$ cat config.mk
export PLATFORM = sky130hd
export DESIGN_NAME = cdr_8b10b_pattern_trigger
export DESIGN_NICKNAME = d
export VERILOG_FILES = /design/src/rtl/cdr_8b10b_pattern_trigger.sv
export SDC_FILE = /design/constraint.sdc
export NUM_CORES = 1
export LEC_CHECK = 0
export ABC_AREA = 1
export CAP_MARGIN = 15
export CORE_ASPECT_RATIO = 0.6
export CORE_MARGIN = 10
export CORE_UTILIZATION = 25
export DETAILED_ROUTE_END_ITERATION = 12
export GPL_TIMING_DRIVEN = 1
export SYNTH_ARGS = -nofsm -noshare
export SYNTH_HDL_FRONTEND = slang
export SYNTH_SLANG_ARGS = --single-unit
$ cat constraint.sdc
create_clock -name clk -period 6.4 [get_ports clk]
set_clock_uncertainty 0.1 [all_clocks]
set_input_delay 0.96 -clock clk [delete_from_list [all_inputs] [get_ports clk]]
set_output_delay 0.96 -clock clk [all_outputs]
set_load 0.02 [all_outputs]
$ cat src/rtl/cdr_8b10b_pattern_trigger.sv
// Purpose: masked multi-symbol 8B/10B pattern / error trigger with arm, one-shot, holdoff and hit counter.
// Latency: trig_out/trig_lane registered, one cycle after the valid cycle holding the hit's last symbol.
// Backpressure: none; the decoded symbol stream is never stalled, idle cycles are marked by sym_valid=0.
module cdr_8b10b_pattern_trigger #(
  parameter int LANES         = 4,
  parameter int PATTERN_LEN   = 10,
  parameter int HOLDOFF_WIDTH = 16,
  parameter int COUNT_WIDTH   = 32
) (
  input  logic                       clk,
  input  logic                       rst_n,
  input  logic                       sym_valid,
  input  logic [8*LANES-1:0]         sym_data,
  input  logic [LANES-1:0]           sym_is_ctl,
  input  logic [LANES-1:0]           sym_disp_err,
  input  logic [LANES-1:0]           sym_err,
  input  logic                       locked,
  input  logic [1:0]                 cfg_mode,
  input  logic [8*PATTERN_LEN-1:0]   cfg_pattern,
  input  logic [PATTERN_LEN-1:0]     cfg_type,
  input  logic [PATTERN_LEN-1:0]     cfg_mask,
  input  logic [HOLDOFF_WIDTH-1:0]   cfg_holdoff,
  input  logic                       cfg_oneshot,
  input  logic                       arm,
  input  logic                       disarm,
  input  logic                       clear_count,
  output logic                       trig_out,
  output logic [$clog2(LANES)-1:0]   trig_lane,
  output logic                       armed,
  output logic [COUNT_WIDTH-1:0]     trig_count
);

  localparam int HIST = PATTERN_LEN - 1;      // history depth in symbols
  localparam int WIN  = HIST + LANES;         // history plus the current cycle
  localparam int FW   = $clog2(WIN + 1);
  localparam int LW   = $clog2(LANES);

  typedef enum logic [1:0] {S_DISARMED, S_ARMED, S_HOLDOFF} state_t;

  state_t                   state, state_nxt;
  logic [HOLDOFF_WIDTH-1:0] hold_cnt, hold_nxt;
  logic                     fire;

  logic [HIST-1:0][7:0]     hist_dat;
  logic [HIST-1:0]          hist_ctl;
  logic [FW-1:0]            fill;

  // Window index 0 is the oldest history symbol; current lane l sits at HIST+l.
  logic [WIN-1:0][7:0]      win_dat;
  logic [WIN-1:0]           win_ctl;

  logic [LANES-1:0]         pat_hit, err_hit, cand;
  logic                     hit;
  logic [LW-1:0]            hit_lane;

  assign win_dat = {sym_data, hist_dat};
  assign win_ctl = {sym_is_ctl, hist_ctl};

  // History shift register and fill level; losing lock invalidates all stored symbols.
  always_ff @(posedge clk or negedge rst_n) begin
    if (!rst_n) begin
      hist_dat <= '0;
      hist_ctl <= '0;
      fill     <= '0;
    end else begin
      if (sym_valid) begin
        hist_dat <= win_dat[WIN-1:LANES];
        hist_ctl <= win_ctl[WIN-1:LANES];
      end
      if (!locked)
        fill <= '0;
      else if (sym_valid)
        fill <= (int'(fill) + LANES >= HIST) ? FW'(HIST) : fill + FW'(LANES);
    end
  end

  // Candidate k ends the pattern on lane k, so pattern symbol j lands on window index k+j.
  always_comb begin
    pat_hit = '0;
    for (int k = 0; k < LANES; k++) begin
      pat_hit[k] = |cfg_mask;
      for (int j = 0; j < PATTERN_LEN; j++) begin
        if (cfg_mask[j]) begin
          if (win_dat[k+j] != cfg_pattern[8*j +: 8] || win_ctl[k+j] != cfg_type[j])
            pat_hit[k] = 1'b0;
          // Unfilled history slots are the oldest ones.
          if (k + j < HIST - int'(fill))
            pat_hit[k] = 1'b0;
        end
      end
    end
  end

  // Error-mode candidates select the per-lane flag(s) chosen by cfg_mode.
  always_comb begin
    err_hit = '0;
    case (cfg_mode)
      2'd1:    err_hit = sym_disp_err;
      2'd2:    err_hit = sym_err;
      2'd3:    err_hit = sym_disp_err | sym_err;
      default: err_hit = '0;
    endcase
  end

  assign cand = (sym_valid && locked) ? ((cfg_mode == 2'd0) ? pat_hit : err_hit) : '0;
  assign hit  = |cand;

  // Lowest matching lane wins when several candidates hit together.
  always_comb begin
    hit_lane = '0;
    for (int k = LANES - 1; k >= 0; k--)
      if (cand[k]) hit_lane = LW'(k);
  end

  // FSM state and holdoff counter registers.
  always_ff @(posedge clk or negedge rst_n) begin
    if (!rst_n) begin
      state    <= S_DISARMED;
      hold_cnt <= '0;
    end else begin
      state    <= state_nxt;
      hold_cnt <= hold_nxt;
    end
  end

  // Next state: disarm overrides everything; holdoff counts valid cycles only.
  always_comb begin
    state_nxt = state;
    hold_nxt  = hold_cnt;
    fire      = 1'b0;
    if (disarm) begin
      state_nxt = S_DISARMED;
    end else begin
      case (state)
        S_DISARMED: if (arm) state_nxt = S_ARMED;
        S_ARMED: begin
          if (hit) begin
            fire = 1'b1;
            if (cfg_oneshot) begin
              state_nxt = S_DISARMED;
            end else if (cfg_holdoff != '0) begin
              hold_nxt  = cfg_holdoff;
              state_nxt = S_HOLDOFF;
            end
          end
        end
        S_HOLDOFF: begin
          if (sym_valid) begin
            hold_nxt = hold_cnt - HOLDOFF_WIDTH'(1);
            if (hold_cnt == HOLDOFF_WIDTH'(1)) state_nxt = S_ARMED;
          end
        end
        default: state_nxt = S_DISARMED;
      endcase
    end
  end

  assign armed = (state != S_DISARMED);

  // Registered trigger pulse; trig_lane keeps the lane of the most recent hit.
  always_ff @(posedge clk or negedge rst_n) begin
    if (!rst_n) begin
      trig_out  <= 1'b0;
      trig_lane <= '0;
    end else begin
      trig_out <= fire;
      if (fire) trig_lane <= hit_lane;
    end
  end

  // Saturating hit counter; clear wins over a simultaneous increment.
  always_ff @(posedge clk or negedge rst_n) begin
    if (!rst_n)
      trig_count <= '0;
    else if (clear_count)
      trig_count <= '0;
    else if (fire && trig_count != '1)
      trig_count <= trig_count + COUNT_WIDTH'(1);
  end

endmodule

---- After elaboration in Yosys (flattened, before gate mapping) ----
Cells that the tools add are included.
word-level totals
  word-level logic and storage cells ...... 334
  bits of input ports ..................... 170
  bits in read-only memories .............. 0
  output and inout port bits .............. 36
  latch bits .............................. 0
  memories kept ........................... 0
  flip-flop bits (word level) ............. 138
  RAM bits ................................ 0
cells by class
  shifts and indexed selects .............. 0
  reductions and logical operators ........ 52
  order comparisons ....................... 14
  bitwise logic cells ..................... 2
  divide/modulo/power cells ............... 0
  equality and inequality tests ........... 97
  mux-type cells .......................... 148
  $add $sub $neg .......................... 5
  multiply operators ...................... 0
operators by type and width
  cell                   number
  $ne 8x8->1             40
  $mux 1                 123
  $mux 16                4
  $mux 32                2
  $logic_or 1x1->1       40
  $ne 1x1->1             40
  $add 32x1->32 const B  1
  $ne 32x32->1 const B   1
  $pmux 16 s2            1
  $lt 5x5->1 const A     5
  $mux 2                 11
  $lt 4x5->1 const A     4
  $mux 4                 5
  $eq 16x1->1 const B    1
  $reduce_bool 16->1     1
  $sub 16x1->16 const B  1
  $ne 3x3->1 const B     4
  $pmux 4 s3             1
  $lt 3x5->1 const A     2
  $ne 2x2->1 const B     5
  $reduce_or 10->1       1
  $eq 2x2->1 const B     3
  $pmux 2 s3             1
  $reduce_and 6->1       1
  other kinds (15)       20

---- Longest topological paths before layout ----
  depth after elaboration ................. 41
  mapped depth ............................ 21
  depth with buffers taken out ............ 20

---- Worst setup path after synthesis ----
Ideal clock, no wire load.
  path type ............................... input to register
  start point ............................. input port cfg_type[6]
  end point ............................... register trig_count[28]
  arrival ................................. 2490 ps
  setup time .............................. 118 ps
  setup slack ............................. 3692 ps
  cell stages on the path ................. 18
  buffers on the path ..................... 2
  cells stage by stage .................... clkbuf_1 -> xnor2_1 -> nand2_1 -> nor2_1 -> nand3_1 -> nand2_1 -> nand2_1 -> nor2_1 -> nand3_1 -> nand2_1 -> nand2_1 -> nand2_1 -> nand2_2 -> nand2_4 -> nand2_4 -> buf_6 -> nand3_2 -> nand2_1
between the ends
  word-level cells in the longest chain between the ends .. 22
  elaborated cells between the ends (all ways) .. 64
  classes of those cells .................. eq/ne (4); mux (53); reduce/logical (7)
RTL lines
  element                        line  RTL
  start: declaration             20    input logic [PATTERN_LEN-1:0] cfg_type,
  $ne 1x1->1                     84    if (win_dat[k+j] != cfg_pattern[8*j +: 8] || win_ctl[k+j] != cfg_type[j])
  $logic_or 1x1->1               84
  $mux 1                         84
  $mux 1                         87    if (k + j < HIST - int'(fill))
  $mux 1                         83    if (cfg_mask[j]) begin
  $mux 1                         84
  $mux 1                         87
  $mux 1                         83
  [... 5 more ...]               -
  $mux 1                         83
  $mux 4 * (2 in a row)          105   assign cand = (sym_valid && locked) ? ((cfg_mode == 2'd0) ? pat_hit : err_hit) : '0;
  $reduce_or 4->1 *              106   assign hit = |cand;
  $mux 1 *                       137   if (hit) begin
  $mux 1 *                       134   case (state)
  $mux 1 *                       131   if (disarm) begin
  $logic_and 1x1->1 *            177   else if (fire && trig_count != '1)
  $reduce_bool 2->1 (no line) *  -
  end signal: assignment         178   trig_count <= trig_count + COUNT_WIDTH'(1);
  end: declaration               30    output logic [COUNT_WIDTH-1:0] trig_count
Every way passes the cells marked *; elsewhere a longest branch is shown, timed or not.
A chain may end at the register's enable or synchronous reset.

---- Worst setup path after layout ----
  start point ............................. input port sym_data[0]
  end point ............................... register trig_count[24]
between the ends
  word-level cells in the longest chain between the ends .. 22
  elaborated cells between the ends (all ways) .. 46
  classes of those cells .................. eq/ne (4); mux (35); reduce/logical (7)
RTL lines
  element                        line  RTL
  start: declaration             13    input logic [8*LANES-1:0] sym_data,
  $ne 8x8->1                     84
  $logic_or 1x1->1               84
  $mux 1                         84
  $mux 1                         87
  $mux 1                         83
  $mux 1                         84
  $mux 1                         87
  $mux 1                         83
  [... 5 more ...]               -
  $mux 1                         83
  $mux 4 * (2 in a row)          105
  $reduce_or 4->1 *              106
  $mux 1 *                       137
  $mux 1 *                       134
  $mux 1 *                       131
  $logic_and 1x1->1 *            177
  $reduce_bool 2->1 (no line) *  -
Marks and branches as above.

==> flow_metrics.tcl <==
set metrics [dict create \
    outcome "finished clean" \
    clk_latency_ns 0.45 \
    fin_nets 2437 \
    synthCells 2100 \
    arrival_ns 4.30 \
    synth_seq_area_share_pct 26.79 \
    synth.distinct_cells 37 \
    rrSetupSlack_ns 2.54 \
    synth_flop_cell "dfrtp_1" \
    holdCritStartpoint "hist_dat[4]" \
    utilization_pct 31.50 \
    grt_use_total_pct 18.23 \
    hold_end "hist_dat[4]" \
    die_x_um 312.1 \
    cts_resized 0 \
    fin_cells 2962 \
    dp_slack_ns 2.000 \
    cp_cell_sequence "clkdlybuf4s50_1 -> inv_1 -> nand2_1 -> nand4_1 -> nor2_1 -> nand3_1 -> nand2_1 -> nand2_1 -> nor2_1 -> nand3_1 -> nand2_1 -> nand2_1 -> nand2_1 -> nand2_2 -> nand2_4 -> nand2_4 -> nand3_1 -> nand2_1" \
    avgRoutedWirePerCell_um 19.41 \
    cts_setup_buffers 0 \
    hold_violations 0 \
    critical_path.max_stage_delay_ns 0.65 \
    placed_cells 2927 \
    numCtsBuffers 17 \
    tightestPinTransition_ns 1.007 \
    p_per_area_nw_per_um2 211.4 \
    dr.pass1.iters 6 \
    p_sw_mw 1.373 \
    hold_class "flip-flop to flip-flop" \
    finalCritPeriodShare_pct 63.59 \
    p_int_mw 2.007 \
    root_buffer "clkbuf_16" \
    pwr-share-comb_pct 34.6 \
    fp.dieH_um 195.2 \
    htree_levels 4 \
    timing.final.crit_period_ns 4.070 \
    setup_viol 0 \
    vias 14060 \
    detail_route.vias_per_cell 4.746 \
    synth_seq_cells 137 \
    rsz0062_at_grt "false" \
    reg2reg_depth 18 \
    maxSlewHeadroom_pct 32.89 \
    p_leak_nw 7.585 \
    async_flop_share_pct 100.0 \
    drtIter0Drc 1761 \
    cts.sink_count 137 \
    clockBufferDepth 2 \
    max_freq_mhz 245.7 \
    crit_top_cell "nand2_1" \
    gp_congestion 0.9773 \
    drc 0 \
    hold_depth 2 \
    cp-end-kind "flip-flop" \
    postCtsHoldBufs 0 \
    worstPathRequired_ns 6.63 \
    cp_max_fo 35 \
    fin_ws_ns 2.330 \
    setup_tns_ns 0 \
    rr_startpoint "fill[2]" \
    io-pin-count 206 \
    avgSynthCellArea_um2 6.093 \
    post-dp-hpwl_um 46550 \
    grt_max_degree 103 \
    area_growth_pct 24.98 \
    p_seq_share_pct 33.7 \
    fp.dieArea_um2 60930 \
    power_mw 3.380 \
    swShare_pct 40.63 \
    grt_pass1_wl_um 84760 \
    clock_power_share_pct 31.7 \
    first_global_vias 12910 \
    r2r-end "trig_count[24]" \
    start_kind "input pin" \
    syn-cell-area_um2 12790 \
    synth_fp_nets 2284 \
    synth_edf_count 0 \
    ant_nets 0 \
    drive_above_1_share_pct 3.619 \
    slew_violations 0 \
    numPortBuffers 205 \
    crit_type "input pin to flip-flop" \
    ir_drop_mv 0.1851 \
    initial_core_util_pct 25.20 \
    num_rows 64 \
    startpoint "sym_data[0]" \
    ys_warn_count 0 \
    crit_path_top_delay_cell "clkdlybuf4s50_1" \
    routed_wl_um 57500 \
    grt_antenna_before_repair 4 \
    drv_cap 0 \
    coreArea_um2 50770 \
    cts_tree "yes" \
    clkTransAtPathRegs_ns 0.08 \
    grt_overflow 0 \
]
-- how the worst max path moves through the flow --
| stage | end | slack, ns | depth (start not counted) |
|---|---|---|---|
| after CTS | trig_count[24] | 2.47 | 18 |
| after floorplan | trig_count[28] | 3.69 | 18 |
| after global placement | trig_count[24] | 2.05 | 18 |
| after global routing | trig_count[25] | 2.16 | 18 |
| final | trig_count[24] | 2.33 | 18 |
| after detailed placement | trig_count[24] | 2.00 | 18 |
-- per-layer routing --
| metal | share of wire [%] | up-vias | track usage (%) |
|---|---|---|---|
| li1 | - | 6879 | - |
| met1 | 48 | 6460 | 26.96 |
| met2 | 40 | 664 | 24.99 |
| met3 | 11 | 52 | 6.032 |
| met4 | 1.5 | 4 | 3.642 |
| met5 | 0.056 | - | 0 |
-- cells by family after synthesis --
kind of cell | after synthesis | share of synthesized area [%]
and+or+nand+nor | 1237 | 41.06
buffers and inverters | 335 | 10.44
AOI/OAI and AO/OA | 198 | 8.029
xor gates and xnor gates | 174 | 11.91
DFF | 137 | 26.79
adders and majority gates | 14 | 1.369
muxes | 5 | 0.3912
-- power by group through the flow --
stage / registers (mW) / clock network (mW) / logic, mW
after global placement: 1.15 / 0 / 1.14
final: 1.14 / 1.07 / 1.17
after floorplan: 1.09 / 0 / 0.728
after global routing: 1.16 / 1.12 / 1.30
after CTS: 1.14 / 1.09 / 1.15
after detailed placement: 1.15 / 0 / 1.14
-- critical path, delay by kind of cell --
kind,cells,cell delay [ns]
buffers and inverters,2,0.79
and+or+nand+nor,16,2.49
-- cell usage in the layout, fill, tap and decap left out, types with 27 or more instances in the layout --
cell | Yosys | routed
nand2_1 | 788 | 788
inv_1 | 257 | 257
nor2_1 | 215 | 215
clkdlybuf4s50_1 | 0 | 203
dfrtp_1 | 137 | 137
o21ai_0 | 136 | 136
xnor2_1 | 104 | 104
nand4_1 | 80 | 80
xor2_1 | 70 | 70
nand3_1 | 67 | 67
nand3_2 | 30 | 30
nor3_1 | 27 | 27
-- cell usage after synthesis (11+ instances only) --
cell      number  area [um^2]
nand3_2       30        300.3
clkbuf_2      11        55.05
o21ai_0      136        680.7
nor2_1       215        807.0
inv_1        257        964.7
clkbuf_1      41        153.9
buf_2         13        65.06
nand2_1      788         2958
nor4_1        14        87.58
dfrtp_1      137         3428
xnor2_1      104        910.9
nand3_1       67        335.3
nand4_1       80        500.5
a21oi_1       24        120.1
o21ai_1       17        85.08
ha_1          14        175.2
nor3_1        27        135.1
xor2_1        70        613.1
o22ai_1       15        93.84
-- metrics by stage --
step | hold WS (ns) | instance area [um^2]
CTS | 0.4191 | 15980
global placement | 0.3914 | 15380
global route | 0.4414 | 15990
finish | 0.4161 | 15990
detailed placement | 0.4001 | 15380
floorplan | 0.3719 | 12790
-- registers in the layout, indices dropped and copies added (netlist names) --
| signal | cells |
|---|---|
| fill | 3 |
| hist_ctl | 9 |
| hist_dat | 72 |
| hold_cnt | 16 |
| state | 2 |
| trig_count | 32 |
| trig_lane | 2 |
| trig_out | 1 |
-- layout make-up --
class                      count  area [um^2]
sequential                   137         3428
tap                          693        867.1
clock inverter                13        157.7
inverter                     260        975.9
multi-input combinational   1628         8030
timing repair buffer         209         2081
clock buffer                  19        442.9
antenna                        3        7.507
fill                        5692        34780
(Power assumes the default switching activity.)
